$ cat src/rtl/cosim_stim_misr.sv
// cosim_stim_misr: LFSR stimulus generator and MISR response compactor for 128-bit cosim DUTs
module cosim_stim_misr #(
  parameter int WIDTH = 128,
  parameter logic [WIDTH-1:0] TAPS = 128'h87,
  parameter int CNTW = 16
) (
  input  logic             clk,
  input  logic             rst,
  input  logic             start,
  input  logic [WIDTH-1:0] seed,
  input  logic [CNTW-1:0]  num_vecs,
  output logic [WIDTH-1:0] dut_in,
  input  logic [WIDTH-1:0] dut_out,
  output logic             busy,
  output logic             done,
  output logic [WIDTH-1:0] signature,
  output logic [CNTW-1:0]  vec_count
);
  typedef enum logic [1:0] {IDLE, RUN, DONE} state_t;
  state_t state_q, state_d;
  logic [WIDTH-1:0] lfsr_q, lfsr_d, misr_q, misr_d;
  logic [CNTW-1:0] cnt_q, cnt_d, n_q, n_d;
  logic busy_q, done_q, accept, run, last;
  function automatic logic [WIDTH-1:0] step(input logic [WIDTH-1:0] x);
    return {x[WIDTH-2:0], 1'b0} ^ (x[WIDTH-1] ? TAPS : '0);
  endfunction
  assign accept = start && (state_q != RUN);
  assign run = state_q == RUN;
  assign last = cnt_q == n_q - 1'b1;
  // A zero seed is replaced by 1 so the LFSR cannot lock up at zero.
  always_comb begin
    lfsr_d = accept ? (seed == '0 ? {{(WIDTH-1){1'b0}}, 1'b1} : seed) : run ? step(lfsr_q) : lfsr_q;
    misr_d = accept ? '0 : run ? step(misr_q) ^ dut_out : misr_q;
    cnt_d = accept ? '0 : run ? cnt_q + 1'b1 : cnt_q;
    n_d = accept ? num_vecs : n_q;
    state_d = accept ? (num_vecs != '0 ? RUN : DONE) : (run && last) ? DONE : state_q;
  end
  always_ff @(posedge clk) begin
    if (rst) begin
      state_q <= IDLE;
      lfsr_q <= '0;
      misr_q <= '0;
      cnt_q <= '0;
      n_q <= '0;
      busy_q <= 1'b0;
      done_q <= 1'b0;
    end else begin
      state_q <= state_d;
      lfsr_q <= lfsr_d;
      misr_q <= misr_d;
      cnt_q <= cnt_d;
      n_q <= n_d;
      busy_q <= state_d == RUN;
      done_q <= state_d == DONE;
    end
  end
  assign dut_in = lfsr_q;
  assign signature = misr_q;
  assign vec_count = cnt_q;
  assign busy = busy_q;
  assign done = done_q;
endmodule

$ cat config.mk
export PLATFORM = sky130hd
export DESIGN_NAME = cosim_stim_misr
export DESIGN_NICKNAME = d
export VERILOG_FILES = /design/src/rtl/cosim_stim_misr.sv
export SDC_FILE = /design/constraint.sdc
export NUM_CORES = 1
export LEC_CHECK = 0
export ABC_CLOCK_PERIOD_IN_PS = 2570
export CORE_AREA = 2 2 212 214
export DETAILED_ROUTE_END_ITERATION = 10
export DIE_AREA = 0 0 214 216
export GPL_ROUTABILITY_DRIVEN = 0
export PLACE_DENSITY = 0.63
export SETUP_SLACK_MARGIN = 0.02
export SKIP_LAST_GASP = 1
export SLEW_MARGIN = 15
export SYNTH_ARGS = -nofsm -noshare
export SYNTH_HDL_FRONTEND = slang
export SYNTH_SLANG_ARGS = --single-unit
$ cat constraint.sdc
create_clock -name clk -period 2.57 [get_ports clk]
set_clock_uncertainty 0.05 [all_clocks]
set_input_delay 0.514 -clock clk [delete_from_list [all_inputs] [get_ports clk]]
set_output_delay 0.514 -clock clk [all_outputs]
set_load 0.01 [all_outputs]
==> metrics.txt <==
outcome=complete, no violations; setup slack at placement=-99.7 ps; multi-input combinational cell area=between 6000 and 7000 um^2; post-layout minimum cycle time=between 2000 and 2500 ps; area growth from synthesis to layout=56.9%; CP startpoint kind=register; syn avg cell area=between 9 and 10 um^2; Req. time, crit path=2950 ps; first-pass GRT wire length=between 70000 and 80000 um; f_max=between 400 and 500 MHz; Worst setup EP type=register; Crit-path slowest cell=or4b_1; register area share after synthesis=44.4%; Worst-Margin Slew=between 700 and 800 ps; Post-Syn Nets=between 1.5k and 2k; DIE AREA=approximately 46000 um^2; critical path's top delay family=simple AND/OR/NAND/NOR gates; drt first pass iters=4; Total GRT Usage=20.2%; drt wl/cell=18.9 um; synthesized area=roughly 13000 um^2; # fillers=4215; Crit path buffers/inverters=1; critical path depth=9; die span in y=roughly 220 um; Initial Utilization=between 30% and 40%; crit path from=n_q[1]; synthesized instance count=roughly 1.4k; initial antenna violation count=1; area share of the largest cell type after synthesis=~44%; clk sinks=around 300; RSZ-0062 raised after global routing=false; CP max stage delay=between 500 and 600 ps; Reg area=~6000 um^2; crit-path cells=inv_1 -> ha_1 -> or4b_1 -> nor3_1 -> a22oi_1 -> o22ai_1 -> and4bb_1 -> o211ai_1 -> nor3b_1; CP arrival=2800 ps; CTS Buffer Depth=3; I/O pin total=~550; worst-path fanout max=4; Net count, final=2234; WHS Path Cells=2; post-DP HPWL=~36000 um; R2R Setup Slk=roughly 150 ps; Critical Path Sink=busy; number of global-route vias before repair=about 12k; synth unique cells=between 40 and 50; #FFs+latches synth=around 290; root buffer cell=clkbuf_16; reg2reg path depth=9; TritonCTS clock tree=built; MaxCap Viol Count=0; DRT iter0 DRCs=approximately 740; Area contributors post-synth=dfxtp_1 44%, a211oi_1 14%, mux2i_1 9.7%, xnor2_1 9.5%, nor2_1 8.0%; Hold Crit Class=input pin to register; Synth area leader=dfxtp_1; htree depth=2; share of layout cells above drive strength 1=between 5 and 6%; Die W=between 200 and 250 um; final slew viol count=0; CP Class=register to register; Cell Area, Placed=just under 20000 um^2; worst setup margin=about 150 ps; via count of the routed design=roughly 13k; Max VDD drop=0.394 mV; Final Cycle Share=between 90% and 100%; yosys warns=0; Design Area, Final=between 20000 and 25000 um^2; reg2reg start=n_q[1]; Post-route DRC=0; area of the core=roughly 44000 um^2; total CTS buffers=37; final hold vios=0; Clk Latency, worst-skew pair=between 500 and 600 ps; Leak=between 7 and 8 nW; R2R Path End=busy; Routed WL=approximately 49000 um; largest net degree at the start of global routing=between 150 and 200; max_slew headroom=between 40% and 50%; std cell rows=77; grt total ovfl=0; # port buffers=between 500 and 600; power per cell area=about 680 nW/um^2; Vias/cell=~5; Worst-path clk slew=about 50 ps; # setup viols final=0; remaining antenna violation count=0
==> cell usage in the layout (no fill, tap or decap), types with 2 or more instances in the layout <==
master / instances
inv_6: 2
nor2_1: 280
nor4_4: 2
dfxtp_1: 292
mux2i_1: 128
a211oi_1: 254
buf_12: 9
clkinv_2: 2
clkbuf_1: 7
nor4_1: 40
or3_1: 4
a31oi_1: 2
or2_2: 2
nand3_1: 5
o21ai_0: 6
clkbuf_16: 39
ha_1: 2
inv_1: 6
o211ai_1: 2
nand2_1: 58
nor3_1: 4
o21ai_1: 2
a21oi_1: 28
clkdlybuf4s50_1: 546
clkbuf_8: 11
buf_4: 34
nand4_1: 14
xor2_1: 23
bufinv_16: 2
and2_1: 2
and3_1: 5
xnor2_1: 143
==> worst min path at each step <==
stage	startpoint	to	slack [ps]
6_report	rst	n_q[0]	270
5_1_grt	rst	n_q[6]	270
4_1_cts	rst	n_q[0]	230
3_5_place_dp	n_q[15]	n_q[15]	420
3_3_place_gp	n_q[15]	n_q[15]	410
2_1_floorplan	n_q[15]	n_q[15]	400
==> cell type report <==
cell class / instances / area share [%]
clock inverters: 7 / 0.479
well taps: 592 / 3.59
inverters: 6 / 0.109
multi-input cells: 1030 / 33.3
clock buffers: 57 / 5.59
repair buffers: 590 / 28.6
diodes: 1 / 0.0121
flip-flops and latches: 292 / 28.3
==> flip-flops by register name, indices dropped and copies added (netlist names) <==
register and flops:
signature 128, state_q 2, vec_count 16, done 1, dut_in 128, busy 1
n_q 16
==> layer usage <==
layer,up-vias,global-route usage [%],wire [um]
li1,6187,-,-
met1,5838,25.2,20700
met2,419,33.3,23000
met3,90,4.99,3080
met4,0,8.74,1820
met5,-,0,0
==> cell families after synthesis <==
group / after synthesis / share of synthesized area (%)
AO/OA/AOI/OAI: 306 / 16.8
XOR/XNOR: 166 / 11.0
adder cells (fa/ha/maj): 2 / 0.190
buffers and inverters: 121 / 3.55
flip-flops: 292 / 44.4
multiplexers: 128 / 9.74
AND/OR/NAND/NOR: 428 / 14.3
==> cell usage after synthesis (all sizes together) <==
cell type  count
a41oi          1
a21o           1
o211ai         2
and2           2
o22ai          1
or4            1
xnor2        143
xor2          23
a31oi          2
mux2i        128
ha             2
o21ai          8
buf           14
nand3b         1
a211o          1
nand2         60
nor3           4
nor4b          1
nor3b          1
a2111oi        1
and4           1
nor4          42
o31ai          1
o31a           1
a22oi          1
nand2b         1
o32ai          1
o2bb2ai        1
clkbuf       101
dfxtp        292
or2            2
nor2         281
nand3          5
a21oi         29
inv            6
and3           5
nand4         14
or4b           1
or3            5
a211oi       254
a32oi          1
and4bb         1
==> repair_timing <==
action,CTS,global route
hold buffers,0,0
buffers inserted,0,3
resized for setup,0,1
setup endpoints to repair,0,1
==> where the power goes <==
| part | total, mW | internal (mW) | switching [mW] |
|---|---|---|---|
| sequential | 5.40 | 4.96 | 0.443 |
| combinational | 3.24 | 1.75 | 1.49 |
| clock | 5.31 | 3.29 | 2.02 |
| total | 14.0 | 10.0 | 3.96 |
==> per-stage QoR <==
step	TNS, ps	cells	util [%]	hold WS [ps]	power [mW]
after floorplan	0	1443	-	398	6.93
after global placement	-182	2507	44.2	412	8.69
after detailed placement	-99.7	2507	44.2	419	8.71
after CTS	0	2571	47.0	226	14.1
after global routing	0	2575	47.1	267	14.6
final	0	2575	47.1	273	14.0
(Power assumes the default switching activity.)
